**src/rtl/booth_product_accumulator.sv**
```systemverilog
// Signed product accumulator (dot-product back end) with valid/ready in and out.
// Define ACC_SATURATE_EN to clamp on overflow instead of wrapping; Acc_Width must be >= Product_Width.
module booth_product_accumulator #(
  parameter int Product_Width = 16,
  parameter int Acc_Width     = 24,
  parameter int Count_Width   = 8
) (
  input  logic                     clk,
  input  logic                     rst,
  input  logic                     start,
  input  logic [Count_Width-1:0]   length,
  input  logic                     in_valid,
  output logic                     in_ready,
  input  logic [Product_Width-1:0] in_product,
  output logic                     out_valid,
  input  logic                     out_ready,
  output logic [Acc_Width-1:0]     out_sum,
  output logic                     out_overflow,
  output logic                     busy
);

  typedef enum logic [1:0] {
    IDLE,
    ACCUM,
    DONE
  } state_e;

  localparam logic [Acc_Width-1:0] AccMax = {1'b0, {(Acc_Width-1){1'b1}}};
  localparam logic [Acc_Width-1:0] AccMin = {1'b1, {(Acc_Width-1){1'b0}}};

  state_e                     state_q;
  logic [Acc_Width-1:0]       acc_q;
  logic [Acc_Width-1:0]       acc_d;
  logic [Count_Width-1:0]     cnt_q;
  logic                       ovf_q;
  logic                       in_ready_q;
  logic                       out_valid_q;
  logic                       busy_q;

  logic signed [Product_Width-1:0] prod_s;
  logic [Acc_Width-1:0]            prod_ext;
  logic [Acc_Width-1:0]            sum_raw;
  logic                            add_ovf;

  // Size cast of a signed operand sign-extends the product to the accumulator width.
  assign prod_s   = $signed(in_product);
  assign prod_ext = Acc_Width'(prod_s);
  assign sum_raw  = acc_q + prod_ext;
  assign add_ovf  = (acc_q[Acc_Width-1] == prod_ext[Acc_Width-1]) &&
                    (sum_raw[Acc_Width-1] != acc_q[Acc_Width-1]);

  always_comb begin
    // NOTE: default assignment first so every path drives acc_d and no latch is inferred.
    acc_d = sum_raw;
`ifdef ACC_SATURATE_EN
    if (add_ovf) begin
      acc_d = acc_q[Acc_Width-1] ? AccMin : AccMax;
    end
`endif
  end

  // NOTE: sequential state uses non-blocking assignments so all registers update together.
  always_ff @(posedge clk) begin
    if (rst) begin
      state_q     <= IDLE;
      acc_q       <= '0;
      cnt_q       <= '0;
      ovf_q       <= 1'b0;
      in_ready_q  <= 1'b0;
      out_valid_q <= 1'b0;
      busy_q      <= 1'b0;
    end else begin
      case (state_q)
        IDLE: begin
          if (start) begin
            acc_q  <= '0;
            ovf_q  <= 1'b0;
            cnt_q  <= length;
            busy_q <= 1'b1;
            if (length == '0) begin
              state_q     <= DONE;
              out_valid_q <= 1'b1;
            end else begin
              state_q    <= ACCUM;
              in_ready_q <= 1'b1;
            end
          end
        end
        ACCUM: begin
          if (in_valid) begin
            acc_q <= acc_d;
            ovf_q <= ovf_q | add_ovf;
            cnt_q <= cnt_q - 1'b1;
            // Last product of the run: hand off to the output side.
            if (cnt_q == Count_Width'(1)) begin
              state_q     <= DONE;
              in_ready_q  <= 1'b0;
              out_valid_q <= 1'b1;
            end
          end
        end
        DONE: begin
          if (out_ready) begin
            state_q     <= IDLE;
            out_valid_q <= 1'b0;
            busy_q      <= 1'b0;
          end
        end
        default: begin
          state_q     <= IDLE;
          in_ready_q  <= 1'b0;
          out_valid_q <= 1'b0;
          busy_q      <= 1'b0;
        end
      endcase
    end
  end

  assign in_ready     = in_ready_q;
  assign out_valid    = out_valid_q;
  assign busy         = busy_q;
  assign out_sum      = acc_q;
  assign out_overflow = ovf_q;

endmodule

```
**config.mk**
```make
export PLATFORM = sky130hd
export DESIGN_NAME = booth_product_accumulator
export DESIGN_NICKNAME = d
export VERILOG_FILES = /design/src/rtl/booth_product_accumulator.sv
export SDC_FILE = /design/constraint.sdc
export NUM_CORES = 1
export LEC_CHECK = 0
export ABC_AREA = 0
export ABC_CLOCK_PERIOD_IN_PS = 4030
export CAP_MARGIN = 20
export CORE_MARGIN = 1
export CORE_UTILIZATION = 56
export CTS_CLUSTER_SIZE = 24
export DETAILED_ROUTE_END_ITERATION = 8
export PLACE_DENSITY = 0.95
export SLEW_MARGIN = 20
export SYNTH_ARGS = -nofsm -noshare
export SYNTH_HDL_FRONTEND = slang
export SYNTH_SLANG_ARGS = --single-unit
```
**constraint.sdc**
```tcl
create_clock -name clk -period 4.03 [get_ports clk]
set_input_delay 0.806 -clock clk [delete_from_list [all_inputs] [get_ports clk]]
set_output_delay 0.806 -clock clk [all_outputs]
set_load 0.02 [all_outputs]
```
==> out/metrics.yaml, run 1 <==
status:
  run_status: "finished, final reports clean"
timing:
  fin_worst_skew_ns: 0.006780
  setup_violations: 0
  worst_slack_ns: 0.7612
  relSlewSlack_pct: 41.31
  rsz0062_at_grt: "no"
  fmax_mhz: 305.9
  worst_pin_slew_ns: 0.8771
  period_needed_ns: 3.269
  slew_violations: 0
  setup-tns-final_ns: 0
  finalCritPeriodShare_pct: 81.11
  hold_viol_final: 0
worst_setup_path:
  crit_type: "in2reg"
  crit_arrival_ns: 3.46
  critical-path-top-delay-family: "compound AO/OA/AOI/OAI gates"
  cp_max_fo: 4
  path_cells: "clkdlybuf4s50_1 > ha_1 > fa_1 > a211oi_1 > nor2_1 > o211ai_1 > o31ai_2 > nand3_1 > a31oi_1 > or3_1 > a32o_1"
  cp.buffers_inverters: 1
  cp.required_ns: 4.22
  setup.worst_path.end_class: "register"
  start_kind: "primary input"
  cp_slowest_cell: "fa_1"
  cp_slowest_stage_delay_ns: 0.44
place:
  dpl.hpwl_microns: 5255
  portBuffers: 56
  gp_congestion: 0.9781
  pre_cts_slack_ns: 0.4735
clocking:
  cts_hold_buf: 0
  ctsRootBufferMaster: "clkbuf_8"
  clk_latency_ns: 0.29
  cts_max_path_buffers: 2
  cts_setup_buffers: 0
  clk_pin_slew_ns: 0.08
  cts_tree: "done"
  numCtsBuffers: 5
  cts_sinks: 38
  ctsResizeCount: 0
  htreeDepth: 2
synthesis:
  ys_ff_latch: 38
  synth_ff_type: "dfxtp_1"
  synth.avg_cell_area_sq_um: 8.016
  yosys_warnings: 0
  synth_area_leaders: "dfxtp_1 (27%), ha_1 (11%), a21oi_1 (6.8%)"
  synth_cell_types: 53
  synthArstFlopShare_pct: 0
  synth_area_sq_um: 2781
  synth-edff-count: 0
  syn_inst: 347
  synth_top_area_share_pct: 27.35
  seq_area_frac_synth_pct: 27.35
  synthesis.nets: 402
  yosys-top-cells-count: "a21oi_1 (38), dfxtp_1 (38), nor2_1 (37)"
  yosysTopAreaCell: "dfxtp_1"
power_and_ir_drop:
  power.density_nw_per_um2: 317.0
  p_leak_nw: 1.442
  vdd_drop_max_v: 0.0002196
drt:
  first_pass_iters: 5
  num_vias: 2888
  viasPerCell: 6.158
  wirelength_microns: 7090
  drtIter0Drc: 203
  ant_nets: 0
  routedWlPerCell_microns: 15.12
  route.detailed.drc: 0
cells_and_area:
  nNetsFinal: 456
  diodes: 0
  syn2layout_area_growth_pct: 24.52
  drive_above_1_share_pct: 5.224
floorplanning:
  dieArea_sq_um: 5253
  die_h_microns: 72.48
  die_x_microns: 72.48
  start_util_pct: 58.50
  core_sq_um: 4755
  rows: 25
  io-pin-count: 57
hold_path:
  hold_path_class: "reg2reg"
global_routing:
  grt_use_total_pct: 28.10
  grt_max_degree: 21
  grt_pass1_vias: 2783
  antenna_found_initial: 0
  grt_first_pass_wirelength_microns: 11660
  grt.overflow.total: 0
run:
  cap_viol_max_count: 0
-- worst register-to-register path: cells and delay by family (launching register included) --
family / cells / cell delay [ns]
AO/OA/AOI/OAI: 5 / 1.01
flip-flops: 1 / 0.33
adder cells (fa/ha/maj): 2 / 0.67
AND/OR/NAND/NOR: 3 / 0.55
-- worst paths after layout --
check	start	endpoint	slack, ns	cells past startpoint
worst max-delay path	in_product[0]	out_sum[22]	0.76	11
worst max register to register	out_sum[0]	out_sum[22]	1.37	10
worst min register to register	out_sum[11]	out_sum[11]	0.49	2
worst min-delay path	out_sum[11]	out_sum[11]	0.49	2
-- layout make-up --
cell class                 instances  area [sq um]
inverter                          10         37.54
fill                             374          1291
clock inverter                     1         5.005
multi-input combinational        286          1899
tap                               67         83.83
timing repair buffer              60         590.6
clock buffer                       7         86.33
sequential                        38         760.7
-- cell usage in the layout (no fill, tap or decap), types with 5 or more instances in the layout --
| cell | instances |
|---|---|
| clkdlybuf4s50_1 | 56 |
| a21oi_1 | 38 |
| dfxtp_1 | 38 |
| nor2_1 | 37 |
| nand2_1 | 35 |
| ha_1 | 25 |
| o21ai_0 | 15 |
| nand3_1 | 13 |
| xnor2_1 | 11 |
| inv_1 | 10 |
| a22o_1 | 10 |
| a21o_1 | 9 |
| nor3_1 | 9 |
| xor2_1 | 8 |
| a22oi_1 | 7 |
| clkbuf_8 | 6 |
| a211oi_1 | 5 |
| nand2b_1 | 5 |
| nor4_1 | 5 |
-- metal layers --
layer / routed length, microns / up-vias / share of wire (%) / track usage, %
met4: 170 / 0 / 2.4 / 14.60
met2: 3417 / 126 / 48 / 47.98
met1: 3019 / 1354 / 43 / 33.30
met3: 483 / 18 / 6.8 / 5.556
met5: 0 / - / 0 / 0
li1: - / 1390 / - / -
-- logic make-up (layout without fill, tap and decap cells) --
group	count (synthesis)	count (layout)	share of synthesized area, %
DFF	38	38	27.35
xor gates and xnor gates	19	19	5.983
AOI/OAI and AO/OA	125	125	31.49
buffers and inverters	23	78	4.364
adders and majority gates	26	26	11.97
muxes	1	1	0.3599
and+or+nand+nor	115	115	18.49
-- report_power, final --
group	internal, mW	leakage, nW	switching (mW)
sequential	0.407	0.310	0.0366
clock	0.138	0.0482	0.139
combinational	0.168	1.08	0.209
total	0.713	1.44	0.385
-- sequential cells by signal, indices dropped and copies added (netlist names) --
signal and count:
out_overflow 1, out_sum 24, out_valid 1, state_q 2, in_ready 1, cnt_q 8
busy 1
-- per-stage QoR --
stage	std cells	instance area (sq um)	hold slack, ns	utilization, %	power, mW
finish	469	3463	0.4851	72.84	1.098
global route	469	3463	0.5082	72.84	1.154
CTS	469	3463	0.4862	72.84	1.095
detailed placement	461	3372	0.4762	70.92	0.8218
global placement	461	3372	0.4610	70.92	0.8061
floorplan	347	2781	0.4566	-	0.7037
Note: power is estimated with default switching activity, not from simulation.
==> run 2, diff against run 1 <==
--- a/config.mk
+++ b/config.mk
@@ -6,13 +6,13 @@
 export NUM_CORES = 1
 export LEC_CHECK = 0
 export ABC_AREA = 0
-export ABC_CLOCK_PERIOD_IN_PS = 4030
+export ABC_CLOCK_PERIOD_IN_PS = 3200
 export CAP_MARGIN = 20
 export CORE_MARGIN = 1
-export CORE_UTILIZATION = 56
+export CORE_UTILIZATION = 52
 export CTS_CLUSTER_SIZE = 24
 export DETAILED_ROUTE_END_ITERATION = 8
-export PLACE_DENSITY = 0.95
+export PLACE_DENSITY = 0.9
 export SLEW_MARGIN = 20
 export SYNTH_ARGS = -nofsm -noshare
 export SYNTH_HDL_FRONTEND = slang
==> constraint.sdc (replaced) <==
create_clock -name clk -period 3.2 [get_ports clk]
set_input_delay 0.64 -clock clk [delete_from_list [all_inputs] [get_ports clk]]
set_output_delay 0.64 -clock clk [all_outputs]
set_load 0.02 [all_outputs]
==> out/metrics.yaml, run 2 (synthesis gave the netlist of run 1 again) <==
drt:
  routedWlPerCell_microns: 15.08  # -0.24%
  first_pass_iters: 4  # -1
  ant_nets: 0  # unchanged
  wirelength_microns: 7299  # +2.9%
  drtIter0Drc: 197  # -3.0%
  route.detailed.drc: 0  # unchanged
  num_vias: 2892  # +0.14%
  viasPerCell: 5.975  # -3.0%
timing:
  slew_violations: 0  # unchanged
  period_needed_ns: 3.053
  relSlewSlack_pct: 54.19  # +13 points
  setup_violations: 0  # unchanged
  fmax_mhz: 327.6
  hold_viol_final: 0  # unchanged
  worst_pin_slew_ns: 0.6854  # -0.1917 ns
  hold-worst-slack_ns: 0.4841  # -0.0009690 ns
  fin_worst_skew_ns: 0.003737  # -0.003043 ns
  rsz0062_at_grt: "no"
  finalCritPeriodShare_pct: 95.40
  worst_slack_ns: 0.1472  # -0.6140 ns
clocking:
  ctsResizeCount: 0  # unchanged
  numCtsBuffers: 5  # unchanged
  clk_pin_slew_ns: 0.08  # about the same
  cts_sinks: 38  # unchanged
  cts_tree: "done"
  htreeDepth: 2  # unchanged
  cts_max_path_buffers: 2  # unchanged
  cts_hold_buf: 0  # unchanged
  clk_latency_ns: 0.29  # about the same
  ctsRootBufferMaster: "clkbuf_8"
  cts_setup_buffers: 0  # unchanged
worst_setup_path:
  path_cells: "clkdlybuf4s50_1 > ha_1 > fa_1 > a211oi_1 > nor2_1 > o211ai_1 > o31ai_2 > nand3_1 > a31oi_1 > or3_1 > a32o_1"
  crit_arrival_ns: 3.24  # -0.22 ns
  cp.buffers_inverters: 1  # unchanged
  setup.worst_path.end_class: "register"
  cp_max_fo: 4  # unchanged
  critical-path-top-delay-family: "compound AO/OA/AOI/OAI gates"
  cp.required_ns: 3.39  # -0.83 ns
  crit_type: "in2reg"
  reg2reg_depth: 10  # unchanged
  start_kind: "primary input"
  cp_slowest_stage_delay_ns: 0.42  # -0.02 ns
  worst-path-stages: 11  # unchanged
  cp_slowest_cell: "clkdlybuf4s50_1"
floorplanning:
  core_sq_um: 5140  # +8.1%
  rows: 26  # +4.0%
  start_util_pct: 54.11  # -4.4 points
  dieArea_sq_um: 5645  # +7.5%
  die_x_microns: 75.14  # +3.7%
  die_h_microns: 75.14  # +3.7%
  io-pin-count: 57  # unchanged
cells_and_area:
  diodes: 0  # unchanged
  layout_commonest_cell: "clkdlybuf4s50_1"
  syn2layout_area_growth_pct: 29.37
  largest_register_ffs: 24  # unchanged
  drive_above_1_share_pct: 8.213  # +3.0 points
  final_cells: 484  # +3.2%
  nNetsFinal: 469  # +2.9%
  final_area_sq_um: 3598  # +3.9%
  final_cell_mix: "clkdlybuf4s50_1 (56), a21oi_1 (38), dfxtp_1 (38), nor2_1 (37), nand2_1 (35)"
place:
  post_dp_cell_area_sq_um: 3486  # +3.4%
  placed_cells: 477  # +3.5%
  dpl.hpwl_microns: 5422  # +3.2%
  pre_cts_slack_ns: -0.06329  # -0.5368 ns
  gp_congestion: 0.9215  # -5.8%
  portBuffers: 56  # unchanged
hold_path:
  hold_path_class: "reg2reg"
  min_path_cells: 2  # unchanged
global_routing:
  grt_pass1_vias: 2706  # -2.8%
  grt_max_degree: 21  # unchanged
  antenna_found_initial: 0  # unchanged
  grt_first_pass_wirelength_microns: 12050  # +3.4%
  grt.overflow.total: 0  # unchanged
  grt_use_total_pct: 27.85  # -0.25 points
power_and_ir_drop:
  p_leak_nw: 1.518  # +5.3%
  power.density_nw_per_um2: 409.3  # +29%
  vdd_drop_max_v: 0.0002733  # +24%
run:
  cap_viol_max_count: 0  # unchanged
status:
  run_status: "finished, final reports clean"
-- run 2: where the power goes --
part / total [mW] / switching (mW) / internal (mW)
registers: 0.558 / 0.0453 / 0.513
clock network: 0.426 / 0.177 / 0.250
logic: 0.488 / 0.265 / 0.222
-- run 2: layout make-up --
class / instances / area, sq um
inverters: 10 / 37.54
clock inverters: 1 / 30.03
well taps: 70 / 87.58
multi-input cells: 286 / 1899
repair buffers: 73 / 700.7
fillers: 443 / 1541
clock buffers: 6 / 82.58
flip-flops and latches: 38 / 760.7
-- run 2: worst register-to-register path: stages, from the launching register on --
cell and delay (ns):
dfxtp_1 0.33, ha_1 0.21, fa_1 0.40, a211oi_1 0.27, nor2_1 0.12, o211ai_1 0.28, o31ai_2 0.14, nand3_1 0.10
a31oi_1 0.08, or3_1 0.31, a32o_1 0.24
-- run 2: final timing paths --
check / startpoint / to / slack, ns
worst min register to register: out_sum[11] / out_sum[11] / 0.48
worst max register to register: out_sum[0] / out_sum[22] / 0.62
worst max-delay path: in_product[0] / out_sum[22] / 0.15
worst min-delay path: out_sum[11] / out_sum[11] / 0.48
-- run 2: through the flow --
stage	util, %	total power [mW]	TNS, ns
after floorplan	-	0.8862	0
after global placement	67.82	1.031	0
after detailed placement	67.82	1.050	-0.06329
after CTS	70.01	1.470	0
after global routing	70.01	1.556	0
final	70.01	1.473	0
-- run 2: layer usage --
metal  part of all wire [%]  track usage [%]
met5                      0                0
met4                    1.6            9.877
met3                    5.1            4.284
met2                     50            50.65
met1                     43            33.22
==> variant: new RTL, config.mk and constraints of run 2 <==
The parameter `Acc_Width` goes from 24 to 32.
--- a/src/rtl/booth_product_accumulator.sv
+++ b/src/rtl/booth_product_accumulator.sv
@@ -3,5 +3,5 @@
 module booth_product_accumulator #(
   parameter int Product_Width = 16,
-  parameter int Acc_Width     = 24,
+  parameter int Acc_Width     = 32,
   parameter int Count_Width   = 8
 ) (
Ports: changed (resized out_sum); port bits go from 57 to 65. The function was not compared with the original's and may differ.
==> variant against run 2 <==
Synthesized cell count increased by 16%. Clock skew increased by 0.0050 ns. Worst setup slack got worse by 0.077 ns. Routed wire length increased by 26%. Synthesized area increased by 21%. Power increased by 11%. Sequential cell count increased by 8. Count of clock-buffer cells in the layout decreased by 1. Global-route usage decreased by 0.26 points. Final area increased by 24%. Worst hold slack got worse by 0.0050 ns. Critical endpoint is now out_sum[24].
==> variant: results (changes against run 2) <==
Yosys
  – Post-Syn Nets: 467 (+16%)
  – Synth unique cells: 58 (+9.4%)
  – Compound-Gate Fraction of Synth Area: 33.9% (+2.4 points)
  – Post-Synth XOR/XNOR Area: 7.29% (+1.3 points)
  – Synth area leaders: dfxtp_1 (27%), ha_1 (12%), a21oi_1 (5.8%)
  – Yosys warns: 0 (unchanged)
  – Seq/Total Area, Yosys: 27.4% (+0.041 points)
  – Post-synthesis mux area share: 0% (-0.36 points)

Status
  – Status: finished clean

Global routing
  – Vias in the first global route: 3482 (+29%)
  – Total Routing Usage GR: 27.6% (-0.26 points)
  – Global-route wire length before repair: 14800 um (+22%)

Place
  – GP Congestion: 0.906 (-1.7%)
  – Dpl cells: 568 (+19%)
  – Pre-CTS WS: -0.313 ns (-0.249 ns)
  – Post-DP HPWL: 6920 um (+28%)
  – Post-DP Area: 4370 um2 (+25%)
  – PortBufs: 64 (+14%)

Timing
  – Worst hold slack: 0.479 ns (-0.00502 ns)
  – Normalized max-slew margin: 57.6% (+3.4 points)
  – Max Clock Freq: 320 MHz (-2.5%)
  – Skew final: 0.00876 ns (+0.00502 ns)

Cells and area
  – Layout cell share with drive strength beyond 1: 13.8% (+5.6 points)
  – Final Non-Filler Cells: 576 (+19%)
  – Flip-flop count of the largest register after layout: 32 (+33%)
  – Synthesis-to-finish area growth: 33.1%

Power
  – Switching Fraction: 35.8% (+2.7 points)
  – Total leakage power: 2.00 nW (+32%)
  – VDD IR max: 268 uV (-2.0%)

Detailed routing
  – DR WL/cell: 15.9 um (+5.8%)
  – Via density: 6.13 (+2.6%)

Clocking
  – Clock-pin slew on the worst setup and hold paths: 0.10 ns (+0.02 ns)
-- variant: cell count changes in the layout (fill, tap and decap cells not counted), moves of 5 or more --
cell and delta:
a22o_1 +6, xnor2_1 +5, ha_1 +8, clkdlybuf4s50_1 +8, buf_4 +27, dfxtp_1 +8
a22oi_1 +6, a21o_1 +8, nand2_1 -7, nand3_1 -6
-- variant: layout make-up --
type | instances | area, um2
multi-input cells | 331 | 2350
fillers | 464 | 1590
repair buffers | 108 | 983
flip-flops and latches | 46 | 921
well taps | 75 | 93.8
clock buffers | 5 | 68.8
inverters | 8 | 30.0
clock inverters | 3 | 25.0
-- variant: logic make-up (layout without fill, tap and decap cells) --
| kind of cell | Yosys count | count (layout) |
|---|---|---|
| adder cells (fa/ha/maj) | 34 | 34 |
| XOR/XNOR | 28 | 28 |
| AND/OR/NAND/NOR | 111 | 111 |
| flip-flops | 46 | 46 |
| buffers and inverters | 27 | 124 |
| AO/OA/AOI/OAI | 158 | 158 |
-- variant: power groups by stage --
stage / registers [mW] / clock network (mW) / logic (mW)
floorplan: 0.685 / 0 / 0.329
global placement: 0.661 / 0 / 0.557
detailed placement: 0.663 / 0 / 0.575
CTS: 0.650 / 0.395 / 0.581
global route: 0.657 / 0.417 / 0.645
finish: 0.652 / 0.388 / 0.590
-- variant: metrics by stage --
step	power [mW]	utilization (%)
after floorplan	1.01	-
after global placement	1.22	72.0
after detailed placement	1.24	72.0
after CTS	1.63	73.6
after global routing	1.72	73.8
final	1.63	73.8
-- variant: final timing paths --
path / start / to / cells past startpoint
worst max-delay path: in_product[0] / out_sum[24] / 12
worst min-delay path: busy / busy / 2
worst max register to register: out_sum[0] / out_sum[24] / 11
worst min register to register: busy / busy / 2
-- variant: critical path: cells and delay by family --
family          cells  cell delay, ns
buf+inv             1            0.40
xor+xnor            1            0.09
fa+ha+maj           2            0.61
compound gates      8            1.59
-- variant: timing repair --
item / in CTS / in global routing
gates resized for setup: 0 / 3
endpoints found under the setup margin: 0 / 4
hold endpoints to repair: 0 / 0
hold buffers: 0 / 0
-- variant: per-layer routing --
| metal | wire length, um | global-route usage [%] |
|---|---|---|
| met2 | 4570 | 49.8 |
| met1 | 3880 | 31.2 |
| met3 | 485 | 5.16 |
| met5 | 0 | 0 |
| met4 | 249 | 12.6 |
